### src/rtl/td4_pkg.sv
// td4_pkg: shared opcode constants, FSM state encoding and decoded
// control bundle for the TD4 sequencer.
package td4_pkg;

  localparam logic [3:0] OP_ADD_A    = 4'b0000;
  localparam logic [3:0] OP_ADD_B    = 4'b0101;
  localparam logic [3:0] OP_MOV_A_IM = 4'b0011;
  localparam logic [3:0] OP_MOV_B_IM = 4'b0111;
  localparam logic [3:0] OP_MOV_A_B  = 4'b0001;
  localparam logic [3:0] OP_MOV_B_A  = 4'b0100;
  localparam logic [3:0] OP_IN_A     = 4'b0010;
  localparam logic [3:0] OP_IN_B     = 4'b0110;
  localparam logic [3:0] OP_OUT_B    = 4'b1001;
  localparam logic [3:0] OP_OUT_IM   = 4'b1011;
  localparam logic [3:0] OP_JMP      = 4'b1111;
  localparam logic [3:0] OP_JNC      = 4'b1110;

  typedef enum logic [1:0] {
    ST_IDLE = 2'd0,
    ST_RUN  = 2'd1,
    ST_HALT = 2'd2
  } state_e;

  // Source of the value written to A or B (non-ADD instructions).
  typedef enum logic [1:0] {
    SRC_IM = 2'd0,
    SRC_A  = 2'd1,
    SRC_B  = 2'd2,
    SRC_IN = 2'd3
  } src_e;

  typedef struct packed {
    logic a_we;    // write A
    logic b_we;    // write B
    src_e src;     // write source when not adding
    logic add_en;  // written register gets itself + im, carry from bit 4
    logic jmp;     // unconditional jump to im
    logic jnc;     // jump to im when carry is clear
    logic out_en;  // update out_port
    logic out_im;  // out_port source: 1 = im, 0 = B
  } dec_t;

endpackage

### src/rtl/td4_decoder.sv
// td4_decoder: purely combinational instruction decode.
//   rom_data : input  [7:0] instruction (op = [7:4], im = [3:0])
//   dec      : output dec_t register-write selects, jump, out and add enables
module td4_decoder
  import td4_pkg::*;
(
  input  logic [7:0] rom_data,
  output dec_t       dec
);

  always_comb begin
    dec = '0;
    case (rom_data[7:4])
      OP_ADD_A:    begin dec.a_we = 1'b1; dec.add_en = 1'b1; end
      OP_ADD_B:    begin dec.b_we = 1'b1; dec.add_en = 1'b1; end
      OP_MOV_A_IM: begin dec.a_we = 1'b1; dec.src = SRC_IM; end
      OP_MOV_B_IM: begin dec.b_we = 1'b1; dec.src = SRC_IM; end
      OP_MOV_A_B:  begin dec.a_we = 1'b1; dec.src = SRC_B;  end
      OP_MOV_B_A:  begin dec.b_we = 1'b1; dec.src = SRC_A;  end
      OP_IN_A:     begin dec.a_we = 1'b1; dec.src = SRC_IN; end
      OP_IN_B:     begin dec.b_we = 1'b1; dec.src = SRC_IN; end
      OP_OUT_B:    dec.out_en = 1'b1;
      OP_OUT_IM:   begin dec.out_en = 1'b1; dec.out_im = 1'b1; end
      OP_JMP:      dec.jmp = 1'b1;
      OP_JNC:      dec.jnc = 1'b1;
      default:     ;  // NOP
    endcase
  end

endmodule

### src/rtl/td4_sequencer.sv
// td4_sequencer: TD4 4-bit CPU core (PC, A, B, carry, OUT) with an
// IDLE/RUN/HALT control FSM. Program ROM lives outside this block.
//   clk      : clock, all state changes on rising edge
//   rst_n    : asynchronous active-low reset
//   run      : level enable for execution
//   step_en  : one instruction retires per cycle with step_en high in RUN
//   rom_addr : program counter to the ROM
//   rom_data : combinational ROM instruction for rom_addr
//   in_port  : switches, sampled by IN A / IN B when they retire
//   out_port : registered LED output
//   carry    : carry flag
//   halted   : high in HALT (self-jump detected)
module td4_sequencer
  import td4_pkg::*;
#(
  parameter int unsigned HALT_DETECT = 1,
  parameter logic [3:0]  PC_RESET    = 4'b0000
) (
  input  logic       clk,
  input  logic       rst_n,
  input  logic       run,
  input  logic       step_en,
  output logic [3:0] rom_addr,
  input  logic [7:0] rom_data,
  input  logic [3:0] in_port,
  output logic [3:0] out_port,
  output logic       carry,
  output logic       halted
);

  state_e     state_q, state_d;
  logic [3:0] pc_q, pc_d;
  logic [3:0] a_q, a_d;
  logic [3:0] b_q, b_d;
  logic       carry_q, carry_d;
  logic [3:0] out_q, out_d;

  dec_t       dec;
  logic [3:0] im;
  logic [3:0] src_val;
  logic [3:0] addend;
  logic [4:0] sum;
  logic [3:0] wdata;
  logic       jump_taken;
  logic       self_jump;
  logic       retire;

  td4_decoder u_decoder (
    .rom_data (rom_data),
    .dec      (dec)
  );

  assign im = rom_data[3:0];

  always_comb begin
    src_val = im;
    case (dec.src)
      SRC_IM:  src_val = im;
      SRC_A:   src_val = a_q;
      SRC_B:   src_val = b_q;
      SRC_IN:  src_val = in_port;
      default: src_val = im;
    endcase

    addend     = dec.b_we ? b_q : a_q;
    sum        = {1'b0, addend} + {1'b0, im};
    wdata      = dec.add_en ? sum[3:0] : src_val;
    jump_taken = dec.jmp | (dec.jnc & ~carry_q);
    // A taken jump whose target is its own address can never progress.
    self_jump  = jump_taken && (im == pc_q);
    retire     = (state_q == ST_RUN) && run && step_en;
  end

  always_comb begin
    state_d = state_q;
    pc_d    = pc_q;
    a_d     = a_q;
    b_d     = b_q;
    carry_d = carry_q;
    out_d   = out_q;

    case (state_q)
      ST_IDLE: if (run) state_d = ST_RUN;
      ST_RUN: begin
        if (!run) begin
          state_d = ST_IDLE;
        end else if (retire && (HALT_DETECT != 0) && self_jump) begin
          state_d = ST_HALT;
        end
      end
      ST_HALT: if (!run) state_d = ST_IDLE;
      default: state_d = ST_IDLE;
    endcase

    if (retire) begin
      if (dec.a_we)   a_d = wdata;
      if (dec.b_we)   b_d = wdata;
      if (dec.out_en) out_d = dec.out_im ? im : b_q;
      // Only ADDs leave a carry; every other instruction clears it.
      carry_d = dec.add_en & sum[4];
      pc_d    = jump_taken ? im : pc_q + 4'd1;
    end
  end

  always_ff @(posedge clk or negedge rst_n) begin
    if (!rst_n) begin
      state_q <= ST_IDLE;
      pc_q    <= PC_RESET;
      a_q     <= '0;
      b_q     <= '0;
      carry_q <= 1'b0;
      out_q   <= '0;
    end else begin
      state_q <= state_d;
      pc_q    <= pc_d;
      a_q     <= a_d;
      b_q     <= b_d;
      carry_q <= carry_d;
      out_q   <= out_d;
    end
  end

  assign rom_addr = pc_q;
  assign out_port = out_q;
  assign carry    = carry_q;
  assign halted   = (state_q == ST_HALT);

endmodule

### config.mk
export PLATFORM = sky130hd
export DESIGN_NAME = td4_sequencer
export DESIGN_NICKNAME = d
export VERILOG_FILES = /design/src/rtl/td4_pkg.sv /design/src/rtl/td4_decoder.sv /design/src/rtl/td4_sequencer.sv
export SDC_FILE = /design/constraint.sdc
export NUM_CORES = 1
export LEC_CHECK = 0
export CAP_MARGIN = 20
export CORE_UTILIZATION = 40
export DETAILED_ROUTE_END_ITERATION = 12
export DONT_BUFFER_PORTS = 1
export PLACE_DENSITY = 0.51
export SETUP_SLACK_MARGIN = 0.4
export SLEW_MARGIN = 40
export SYNTH_ARGS = -nofsm -noshare
export SYNTH_HDL_FRONTEND = slang
export SYNTH_SLANG_ARGS = --single-unit
### constraint.sdc
create_clock -name clk -period 3.41 [get_ports clk]
set_clock_uncertainty 0.2 [all_clocks]
set_input_delay 0.341 -clock clk [delete_from_list [all_inputs] [get_ports clk]]
set_output_delay 0.341 -clock clk [all_outputs]
set_load 0.01 [all_outputs]
==> out/qor.yml, run 1 <==
sta:
  slew_headroom_pct: 60.6
  layout_setup_ws_ns: 1.18
  fin_crit_sh_pct: 65.4
  slew_viol_final: 0
  hold_viol: 0
  fmax_mhz: 449
  finalSetupTns_ns: 0
  fin_crit_ns: 2.23
  worst_pin_slew_ns: 0.590
  grt_setup_unrepaired: "false"
  setup_violations: 0
cts:
  cts.clk_slew.worst_paths_ns: 0.11
  cts_sinks: 19
  cts_tree: "done"
  post_cts_buffers: 0
  ctsHtreeMaxLevel: 1
  clock-root-buffer: "clkbuf_4"
  clock_latency_ns: 0.30
  cts_buffer_depth: 2
  cts_buffers: 3
grt:
  grt_pass1_vias: 1100
  antenna_found_initial: 0
  grt_max_degree: 23
  grt.total_usage_pct: 19.3
  grt_overflow: 0
  grt_first_pass_wirelength_um: 5220
route:
  drt_iter0_markers: 33
  route.met2.wl_um: 1600
  first_pass_iters: 4
  avgViaCountPerCell: 5.84
  drt-met1-wl_um: 1430
  dr_wl_met3_um: 161
  drt-wirelength-per-cell_um: 16.7
  top_layer: "met4"
  route.detailed.drc: 0
  antenna_left: 0
  num_vias: 1139
  wl_um: 3250
final_layout:
  utilization_pct: 44.1
  layout-drive-gt1-share_pct: 16.8
  num-nets-final: 172
  final_cells: 195
  diodes: 0
  area_growth_pct: 4.31
pwr:
  p_seq_share_pct: 51.6
  switching_share_pct: 36.2
  leakage_nw: 0.606
  p_per_area_nw_per_um2: 477
  p_int_mw: 0.451
  power.share.clock_pct: 16.3
  p_sw_mw: 0.257
  ir_drop_mv: 0.211
  power_frac_comb_pct: 32.1
synth:
  synth-xor-area-share_pct: 4.31
  yosys_warnings: 0
  netlist_area_um2: 1420
  synth-compound-area-share_pct: 21.3
  yosys.area_share.simple_pct: 20.1
  syn_nets: 170
  synth_top_flop_cell: "dfrtp_1"
  seq_area_frac_synth_pct: 33.5
  synthMuxAreaShare_pct: 10.2
  synth-async-reset-ratio_pct: 100
  synth_top_area_share_pct: 33.5
  yosysTopAreaCell: "dfrtp_1"
  syn_area_per_cell_um2: 9.60
  synth-edff-count: 0
  synth_fa_ha_area_share_pct: 5.81
  synth-seq-cells: 19
  syn_inst: 148
  ys_top_cells_by_area: "dfrtp_1, mux2_2, a21oi_1"
  synth_top_family_by_area: "compound AO/OA/AOI/OAI gates"
  synth_cell_types: 44
placed_design:
  io_buffers: 0
  place_ws_ns: 0.958
  dp_hpwl_um: 2450
  place.gp.congestion: 0.784
  place_inst: 187
worst_hold_path:
  holdPathEnd: "rom_addr[2]"
  min_path_cells: 2
  min_from: "rom_data[2]"
  hold_path_class: "input port to flop"
critical_path:
  crit_arrival_ns: 2.23
  ff2ff_path_depth: 6
  path_max_fanout: 4
  crit_path_end_kind: "flop"
  cp.required_ns: 3.41
  r2r-start: "b_q[0]"
  reg2reg_slack_ns: 1.18
  path_class: "flop to flop"
  r2r-end: "b_q[2]"
  startpoint_type: "flop"
flow_run:
  maxCapViolations: 0
floorplanning:
  io_pins: 26
  die_w_um: 61.6
  start_util_pct: 42.3
  fp-row-count: 21
  die_y_um: 61.6
  core_area_um2: 3360
  dieArea_um2: 3800
status:
  status: "complete, no violations"
cells in the final DEF, fill, tap and decap left out, drive strengths merged, types with 2 or more instances in the layout:
master and instances:
a21oi 19, nor2b 10, nor4b 2, xnor2 3, a21o 3, o21ai 9, inv 3, a221oi 3
nand2b 4, nand2 8, clkbuf 4, o31ai 2, dlygate4sd3 3, xor2 4, o31a 2, ha 5
dfrtp 19, nand3 4, mux2 12, nand3b 2, nor2 10, nor3 3, o22a 2
routing by layer:
| metal | vias to the layer above | track usage (%) |
|---|---|---|
| li1 | 543 | - |
| met1 | 564 | 24.5 |
| met2 | 26 | 32.3 |
| met3 | 6 | 4.20 |
| met4 | 0 | 6.67 |
| met5 | - | 0 |
how the worst max path moves through the flow:
| stage | start | to | slack, ns | cells past startpoint |
|---|---|---|---|---|
| 6_report | b_q[0] | b_q[2] | 1.18 | 6 |
| 5_1_grt | state_q[1] | b_q[3] | 1.08 | 4 |
| 4_1_cts | b_q[0] | b_q[2] | 1.18 | 6 |
| 3_5_place_dp | rom_data[7] | b_q[2] | 0.96 | 7 |
| 3_3_place_gp | rom_data[7] | a_q[2] | 1.0 | 7 |
| 2_1_floorplan | rom_data[7] | a_q[2] | 0.89 | 8 |
registers in the layout, indices dropped and copies added (netlist names):
register and flops:
a_q 4, b_q 4, carry 1, out_port 4, rom_addr 4, state_q 2
repair_timing:
action                    in CTS  in global routing
gates resized for setup        0                  0
hold buffers                   3                  1
hold endpoints to repair      21                 19
power by group through the flow:
stage | logic [mW] | registers (mW) | clock network [mW]
after floorplan | 0.202 | 0.348 | 0
after global placement | 0.215 | 0.371 | 0
after detailed placement | 0.219 | 0.373 | 0
after CTS | 0.230 | 0.367 | 0.121
after global routing | 0.261 | 0.376 | 0.128
final | 0.227 | 0.365 | 0.116
worst max-delay path: stages, from the launching register on:
cell	delay, ns
dfrtp_1	0.43
mux2_2	0.27
ha_1	0.21
fa_1	0.40
xor2_1	0.17
o22a_1	0.18
mux2_2	0.26
kinds of logic after synthesis:
logic type                 count (synthesis)
and+or+nand+nor                           47
AOI/OAI and AO/OA                         46
DFF                                       19
muxes                                     13
buffers and inverters                     10
xor gates and xnor gates                   7
adders and majority gates                  6
cell type report:
| class | count | area [um^2] |
|---|---|---|
| repair buffers | 4 | 35.0 |
| well taps | 46 | 57.6 |
| flip-flops and latches | 19 | 475 |
| fillers | 344 | 1880 |
| clock buffers | 4 | 26.3 |
| inverters | 3 | 11.3 |
| multi-input cells | 119 | 877 |
stage by stage:
stage	hold slack, ns	power, mW	cell area, um^2
floorplan	-0.155	0.550	1420
global placement	-0.154	0.587	1420
detailed placement	-0.154	0.592	1420
CTS	0.0163	0.718	1480
global route	0.0213	0.766	1480
finish	0.0165	0.708	1480
synthesized netlist by cell type, drive strengths merged, types with 4 or more instances:
cell type and instances:
o21ai 9, ha 5, a21oi 19, nand2b 4
nand2 8, nand3 4, nor2 10, buf 6
dfrtp 19, mux2 12, nor2b 10, xor2 4
(Power assumes the default switching activity.)
==> run 2, diff against run 1 <==
--- a/config.mk
+++ b/config.mk
@@ -9,7 +9,7 @@
 export CORE_UTILIZATION = 40
 export DETAILED_ROUTE_END_ITERATION = 12
 export DONT_BUFFER_PORTS = 1
-export PLACE_DENSITY = 0.51
+export PLACE_DENSITY = 0.53
 export SETUP_SLACK_MARGIN = 0.4
 export SLEW_MARGIN = 40
 export SYNTH_ARGS = -nofsm -noshare
==> constraint.sdc (replaced) <==
create_clock -name clk -period 1.85 [get_ports clk]
set_clock_uncertainty 0.2 [all_clocks]
set_input_delay 0.185 -clock clk [delete_from_list [all_inputs] [get_ports clk]]
set_output_delay 0.185 -clock clk [all_outputs]
set_load 0.01 [all_outputs]
==> run 2 against run 1 <==
The flow now finishes with violations (setup timing). Highest routed layer unchanged. Combinational power grew to 3.0 times the previous value. Clock power rose by 83%. Power grew 120%. Register-to-register slack worse by 1.4 ns. Critical path type unchanged.
==> out/qor.yml, run 2 (synthesis gave the netlist of run 1 again) <==
grt:
  use_met1_pct: 25.9  # +1.5 points
  grt_use_met3_pct: 5.25  # +1.1 points
  use_met2_pct: 35.5  # +3.2 points
  grt_overflow: 0  # unchanged
  antenna_found_initial: 0  # unchanged
  grt_pass1_vias: 1168  # +6.2%
  grt_busiest_layer: "met2"
  grt_max_degree: 22  # -4.3%
  grt_first_pass_wirelength_um: 5620  # +7.7%
  grt.total_usage_pct: 20.3  # +1.1 points
final_layout:
  layout_common_cells: "dfrtp_1, buf_4, a21oi_1"
  layout-drive-gt1-share_pct: 40.5  # +24 points
  final_cells: 219  # +12%
  area_growth_pct: 32.2
  final_common_cell: "dfrtp_1"
  num-nets-final: 196  # +14%
  diodes: 0  # unchanged
critical_path:
  startpoint_type: "flop"
  crit_end: "a_q[2]"
  crit_arrival_ns: 2.08  # -0.15 ns
  path_class: "flop to flop"
  path_max_fanout: 2  # -2
  reg2reg_slack_ns: -0.24  # -1.42 ns
  cp.required_ns: 1.84  # -1.57 ns
  r2r-start: "b_q[0]"
  ff2ff_path_depth: 6  # unchanged
  worstSetupStartpoint: "b_q[0]"
  r2r-end: "a_q[2]"
  crit_path_end_kind: "flop"
floorplanning:
  fp-row-count: 21  # unchanged
  io_pins: 26  # unchanged
  die_y_um: 61.6  # unchanged
  start_util_pct: 42.3  # unchanged
  dieArea_um2: 3800  # unchanged
  die_w_um: 61.6  # unchanged
  core_area_um2: 3360  # unchanged
cts:
  clock-root-buffer: "clkbuf_4"
  ctsHtreeMaxLevel: 1  # unchanged
  cts_buffers: 3  # unchanged
  cts_sinks: 19  # unchanged
  cts.clk_slew.worst_paths_ns: 0.11  # about the same
  cts_tree: "done"
  clock_latency_ns: 0.30  # about the same
  cts_buffer_depth: 2  # unchanged
sta:
  slew_viol_final: 0  # unchanged
  layout_setup_ws_ns: -0.240  # -1.42 ns
  fin_crit_ns: 2.09  # -0.139 ns
  fin_crit_sh_pct: 113  # +48 points
  setup_violations: 7  # +7
  grt_setup_unrepaired: "true"
  fmax_mhz: 479  # +6.6%
  slew_headroom_pct: 71.0  # +10 points
  hold_viol: 0  # unchanged
  finalSetupTns_ns: -1.41  # -1.41 ns
  worst_pin_slew_ns: 0.434  # -0.156 ns
flow_run:
  maxCapViolations: 0  # unchanged
route:
  first_pass_iters: 4  # unchanged
  drt_iter0_markers: 57  # +73%
  avgViaCountPerCell: 5.84  # about the same
  drt-wirelength-per-cell_um: 17.0  # +2.1%
  antenna_left: 0  # unchanged
  wl_um: 3730  # +15%
  route.detailed.drc: 0  # unchanged
  num_vias: 1280  # +12%
placed_design:
  io_buffers: 0  # unchanged
  dp_hpwl_um: 2530  # +3.1%
  place_inst: 204  # +9.1%
  place.gp.congestion: 0.784  # about the same
  place_ws_ns: -0.277  # -1.23 ns
pwr:
  ir_drop_mv: 0.577  # +170%
  power.total_mw: 1.57  # +120%
  leakage_nw: 0.785  # +29%
  p_per_area_nw_per_um2: 838  # +75%
worst_hold_path:
  min_path_cells: 2  # unchanged
  hold_path_class: "input port to flop"
status:
  status: "finished with violations"
  failed_checks: "setup timing"
-- run 2: cell types whose count changed in the layout (fill, tap and decap cells not counted), moves of 5 or more --
cell	change
a21oi_2	+6
a21oi_1	-6
mux2_2	-5
nor2_4	+5
buf_4	+14
mux2_4	+5
buf_6	+5
nor2_1	-5
-- run 2: final cells by class --
cell class	count	area (um^2)
inverter	3	11.3
sequential	19	479
clock buffer	4	26.3
tap	46	57.6
fill	313	1480
multi-input combinational	119	1050
timing repair buffer	28	254
-- run 2: per-stage QoR --
step,hold WS (ns),area [um^2],util [%]
final,0.00866,1880,55.9
after global routing,0.0134,1880,55.9
after CTS,0.00189,1780,53.0
after detailed placement,-0.310,1580,47.1
after global placement,-0.310,1580,47.1
after floorplan,-0.311,1460,-
-- run 2: worst min-delay path by stage --
stage / slack (ns) / startpoint / end
4_1_cts: 0.002 / rom_data[0] / state_q[0]
3_5_place_dp: -0.31 / rst_n / rom_addr[2]
6_report: 0.009 / run / state_q[1]
2_1_floorplan: -0.31 / rst_n / a_q[0]
3_3_place_gp: -0.31 / rst_n / rom_addr[2]
5_1_grt: 0.01 / rom_data[5] / out_port[2]
-- run 2: metal layers --
metal / vias up / routed length, um
met5: - / 0
met4: 0 / 23
met3: 4 / 227
met2: 46 / 1940
met1: 637 / 1550
li1: 593 / -
-- run 2: worst max-delay path, cell delays in order, from the launching register on --
cell	delay, ns
dfrtp_1	0.39
mux2_4	0.28
ha_4	0.16
fa_2	0.34
xor2_1	0.15
o22a_1	0.18
mux2_2	0.27
-- run 2: power breakdown --
part           switching [mW]  internal [mW]  leakage, nW
Sequential              0.146          0.525        0.234
Combinational           0.293          0.399        0.536
Clock                   0.128         0.0840       0.0150
Total                   0.567           1.01        0.785
-- run 2: repair_timing --
| action | in CTS | in global routing |
|---|---|---|
| resized for setup | 21 | 21 |
| hold buffers | 7 | 1 |
| hold endpoints to repair | 31 | 19 |
| pin swaps | 11 | 4 |
| buffers inserted | 2 | 1 |
| setup endpoints to repair | 18 | 19 |
==> RTL change 1, RTL diff (settings of run 2) <==
The 3 states of `state_e` get a one-hot encoding in 3 bits.
--- a/src/rtl/td4_pkg.sv
+++ b/src/rtl/td4_pkg.sv
@@ -16,8 +16,8 @@
   localparam logic [3:0] OP_JNC      = 4'b1110;
 
-  typedef enum logic [1:0] {
-    ST_IDLE = 2'd0,
-    ST_RUN  = 2'd1,
-    ST_HALT = 2'd2
+  typedef enum logic [2:0] {
+    ST_IDLE = 3'b001,
+    ST_RUN  = 3'b010,
+    ST_HALT = 3'b100
   } state_e;
 
Formal check against the unedited RTL: no difference found for any inputs over 4 cycles, from zero or initial values and one cycle with rst_n low; so few cycles prove little.
==> RTL change 1 against run 2 <==
  * The flow finishes with violations (negative hold slack, negative setup slack)
  * Final area is 10% higher
  * Area after synthesis increased by 2.2%
  * Setup slack better by 160 ps
  * Synthesized cell count grew 10%
  * Power fell by 3.2%
  * Routed wire length is 13% higher
  * First-iteration DRC count increased by 12%
  * Sequential cell count up 1
  * Critical path type unchanged
==> RTL change 1: results (changes against run 2) <==
stage	metric	value	unit	change
critical_path	CP arrival	1990	ps	-90 ps
timing	Fin. Hold Viols	3		+3
global_route	first-pass GRT wire length	6910	um	+23%
synthesis	yosys warns	0		unchanged
global_route	largest net degree at the start of global routing	21		-4.5%
cells_and_area	Fillers	301		-3.8%
status	outcome	finished, violations left		
timing	# setup viols final	4		-3
detailed_routing	met3 WL	145	um	-36%
critical_path	worst r2r dst	b_q[1]		
detailed_routing	wire length on met1	1880	um	+22%
critical_path	Critical Path Fanout Max	2		unchanged
hold_path	hold wc startpoint	rom_data[5]		
detailed_routing	met2 wire length	2110	um	+8.8%
detailed_routing	1st-iter DRT viols	64		+12%
pwr	Peak VDD IR	0.584	mV	+1.1%
cells_and_area	final cell count without fillers	238		+8.7%
pwr	P_leak	0.882	nW	+12%
timing	setup tns final	-291	ps	+1120 ps
synthesis	top cells by count, synth	dfrtp_1, nand2_1, a21oi_1, o21ai_0, inv_1		
placement	Placed Cells	216		+5.9%
global_route	antenna violations before repair	0		unchanged
cells_and_area	share of cells above drive strength 1	40.6	%	+0.16 points
cells_and_area	Total Nets Final	216		+10%
timing	final worst setup slack	-82.2	ps	+157 ps
synthesis	predominant post-synthesis flop cell	dfrtp_1		
placement	post-DP HPWL	2760	um	+9.4%
clock_tree	H-tree depth reported by CTS	1		unchanged
placement	Placed Area	1630	um^2	+2.9%
detailed_routing	Vias/cell	5.62		-3.8%
synthesis	sequential fraction of the synthesis area	34.5	%	+1.1 points
synthesis	Synth cell types	41		-6.8%
timing	Final Hold Slack	-123	ps	-132 ps
detailed_routing	Routed WL per cell	17.7	um	+3.6%
synthesis	Syn Area/Cell	8.91	um^2	-7.2%
cells_and_area	Ant. Diodes	0		unchanged
hold_path	worst hold path class	in2reg		
critical_path	reg2reg start	a_q[0]		
global_route	vias in the first global route	1403		+20%
placement	routability cong.	0.835		+6.4%
critical_path	slowest stage delay, CP	430	ps	+40 ps
synthesis	synth top area cells	dfrtp_1, mux2_2, ha_1, a21oi_1, o21ai_0		
synthesis	Synthesized Nets	186		+9.4%
critical_path	slowest CP cell	fa_2		
global_route	gr usage total	23.2	%	+2.9 points
timing	Slew @ Worst Pin	474	ps	+39.2 ps
status	failing checks	negative hold slack, negative setup slack		
RTL change 1: through the flow:
step	worst slack, ps	power [W]	utilization (%)
after floorplan	-100	0.000917	-
after global placement	-75.7	0.00101	47.7
after detailed placement	-136	0.00103	47.7
after CTS	-89.0	0.00143	57.1
after global routing	-154	0.00162	60.6
final	-82.2	0.00152	60.6
RTL change 1: logic make-up (layout without fill, tap and decap cells):
family | count (synthesis) | after routing | share of synthesized area, %
flip-flops | 20 | 20 | 34.5
adder cells (fa/ha/maj) | 7 | 7 | 6.55
AO/OA/AOI/OAI | 46 | 46 | 20.0
AND/OR/NAND/NOR | 51 | 51 | 18.3
buffers and inverters | 19 | 48 | 6.63
multiplexers | 13 | 13 | 9.73
XOR/XNOR | 7 | 7 | 4.22
RTL change 1: layout make-up:
cell class / count / area share (%)
multi-input cells: 124 / 54.2
flip-flops and latches: 20 / 24.5
repair buffers: 32 / 14.2
well taps: 46 / 2.78
inverters: 12 / 2.54
clock buffers: 4 / 1.75
RTL change 1: worst max-delay path, delay by kind of cell, from the launching register on:
| kind | cells | cell delay (ps) |
|---|---|---|
| adder cells (fa/ha/maj) | 2 | 600 |
| multiplexers | 2 | 450 |
| flip-flops | 1 | 410 |
| AO/OA/AOI/OAI | 1 | 170 |
| buffers and inverters | 1 | 50 |
RTL change 1: worst min-delay path by stage:
stage / to / depth (start not counted) / slack, ps
finish: a_q[2] / 3 / -120
global route: a_q[2] / 3 / -130
CTS: a_q[2] / 3 / -130
detailed placement: state_q[1] / 0 / -310
global placement: state_q[2] / 0 / -310
floorplan: a_q[0] / 0 / -310
RTL change 1: routing by layer:
layer	global-route usage [%]	up-vias
met4	7.27	0
met2	40.1	28
met5	0	-
met3	4.96	8
met1	28.8	659
li1	-	643
RTL change 1: report_power, final:
| group | switching [W] | internal (W) |
|---|---|---|
| logic | 0.000279 | 0.000359 |
| registers | 0.000105 | 0.000515 |
| clock network | 0.000145 | 0.000120 |
| total | 0.000530 | 0.000995 |
RTL change 1: repair_timing:
| action | in CTS | in global routing |
|---|---|---|
| setup buffers | 6 | 1 |
| hold endpoints to repair | 34 | 22 |
| hold buffers | 9 | 1 |
| gates cloned | 1 | 0 |
| setup endpoints to repair | 20 | 20 |
| gates resized for setup | 47 | 19 |
| pin swaps | 19 | 13 |
==> RTL change 2, RTL diff (flow settings as in run 2) <==
Made on the original files. Take the reset off `a_q` and `b_q` and load them in a clocked block of their own.
--- a/src/rtl/td4_sequencer.sv
+++ b/src/rtl/td4_sequencer.sv
@@ -107,6 +107,4 @@
       state_q <= ST_IDLE;
       pc_q    <= PC_RESET;
-      a_q     <= '0;
-      b_q     <= '0;
       carry_q <= 1'b0;
       out_q   <= '0;
@@ -114,9 +112,12 @@
       state_q <= state_d;
       pc_q    <= pc_d;
-      a_q     <= a_d;
-      b_q     <= b_d;
       carry_q <= carry_d;
       out_q   <= out_d;
     end
+  end
+
+  always_ff @(posedge clk) begin
+    a_q <= a_d;
+    b_q <= b_d;
   end
 
Function: differs if rst_n is asserted again (counterexample within 10 cycles, from zero or initial values and one cycle with rst_n low); with rst_n held inactive, the same outputs for 10 cycles.
==> RTL change 2 against run 2 <==
  * The flow still finishes with violations (negative setup slack)
  * Final area is 4.0% lower
  * Routed wire length is 5.1% lower
  * Sequential cell count stayed put
  * Setup slack better by 23 ps
  * Critical path depth stayed put
  * Area after synthesis is 6.4% lower
  * Die area is 6.2% lower
  * Maximum frequency is 1.1% higher
  * Synthesized cell count is 11% lower
  * Critical endpoint is now a_q[2]
Power is not compared: it rests on default switching activity, and its combinational part moved more than twofold at a synthesized area within 25%.
==> RTL change 2: results (changes against run 2) <==
stage	metric	value	unit	change
status	outcome	finished, violations left		
status	failing checks	negative setup slack		
synthesis	fraction of registers with async set/reset	57.9	%	-42 points
synthesis	Synthesized Nets	154		-9.4%
placement	routability cong.	0.812		+3.6%
critical_path	CP delay by family, top	adder cells		
detailed_routing	Routed WL per cell	17.1	um	+0.38%
cells_and_area	Total Nets Final	186		-5.1%
global_route	first-pass GRT wire length	5610	um	-0.25%
global_route	gr usage total	21.9	%	+1.5 points
global_route	largest net degree at the start of global routing	16		-27%
detailed_routing	DR vias	1121		-12%
placement	Placed Cells	181		-11%
cells_and_area	share of cells above drive strength 1	41.7	%	+1.3 points
detailed_routing	1st-iter DRT viols	50		-12%
timing	setup tns final	-1120	ps	+287 ps
timing	# setup viols final	7		unchanged
synthesis	sequential fraction of the synthesis area	38.8	%	+5.3 points
synthesis	top cells by count, synth	nand2_1, dfrtp_1, edfxtp_1, o21ai_0		
placement	Placed Area	1460	um^2	-7.6%
timing	Slew @ Worst Pin	511	ps	+76.1 ps
synthesis	Synth Instances	132		-11%
timing	final worst setup slack	-216	ps	+23.1 ps
critical_path	slowest CP cell	edfxtp_1		
cells_and_area	Area growth syn-to-layout	35.7	%	
synthesis	post-synth top area share	20.7	%	-13 points
synthesis	number of flops mapped to enable cells by yosys	8		+8
critical_path	CP arrival	1910	ps	-170 ps
==> RTL change 2: cell types whose count changed after synthesis, sizes merged, moves of 3 or more <==
cell    change
mux2i       +6
nand2       +7
dfrtp       -8
a21oi      -11
edfxtp      +8
o21ai       +4
mux2        -8
nor2        -6
a221oi      -3
nor2b       -7
==> RTL change 2: repair_timing <==
action / in CTS / in global routing
resized for setup: 19 / 19
endpoints found under the hold margin: 28 / 10
hold buffers: 9 / 3
buffers inserted: 5 / 5
endpoints found under the setup margin: 23 / 27
pin swaps: 19 / 8
cloned: 0 / 0
==> RTL change 2: power breakdown <==
group          switching, W  internal, W  leakage, nW  total, W
sequential         0.000104     0.000503        0.206  0.000607
clock              0.000133    0.0000841       0.0150  0.000217
combinational      0.000148     0.000172        0.537  0.000320
==> RTL change 2: per-layer routing <==
layer  wire length, um  GRT usage [%]  vias up
met2              1800           37.0       29
met1              1610           28.6      538
met4                 7           6.98        0
met5                 0              0        -
met3               125           3.03        2
li1                  -              -      552
==> RTL change 2: area by class of cell <==
cell class | count | share of cell area [%]
Multi-Input combinational cell | 101 | 48.1
Inverter | 5 | 1.04
Clock buffer | 4 | 1.46
Tap cell | 44 | 3.05
Timing Repair Buffer | 34 | 17.5
Sequential cell | 19 | 28.8
==> RTL change 2: final timing paths <==
check / slack (ps) / startpoint / to
max: -220 / b_q[0] / a_q[2]
min: 6 / rom_data[5] / a_q[0]
max reg2reg: -220 / b_q[0] / a_q[2]
min reg2reg: 360 / out_port[1] / out_port[1]
max in group asynchronous: 1010 / rst_n / carry
min in group asynchronous: 80 / rst_n / state_q[1]
==> RTL change 2: per-stage QoR <==
| stage | total power, W | hold WS (ps) |
|---|---|---|
| global placement | 0.000833 | -310 |
| finish | 0.00114 | 5.64 |
| floorplan | 0.000803 | -311 |
| detailed placement | 0.000852 | -310 |
| CTS | 0.00113 | -36.9 |
| global route | 0.00122 | 37.9 |
==> RTL change 2: worst min-delay path: cells and delay by family <==
family / cells / cell delay [ps]
compound gates: 2 / 130
simple gates: 2 / 90
==> RTL change 2: kinds of logic (layout without fill, tap and decap cells) <==
group | count (synthesis) | count (layout) | synth area share [%]
flip-flops | 19 | 19 | 38.8
AO/OA/AOI/OAI | 36 | 36 | 19.5
AND/OR/NAND/NOR | 42 | 42 | 18.1
buffers and inverters | 12 | 43 | 4.89
adder cells (fa/ha/maj) | 6 | 6 | 6.21
XOR/XNOR | 6 | 6 | 3.95
multiplexers | 11 | 11 | 8.65
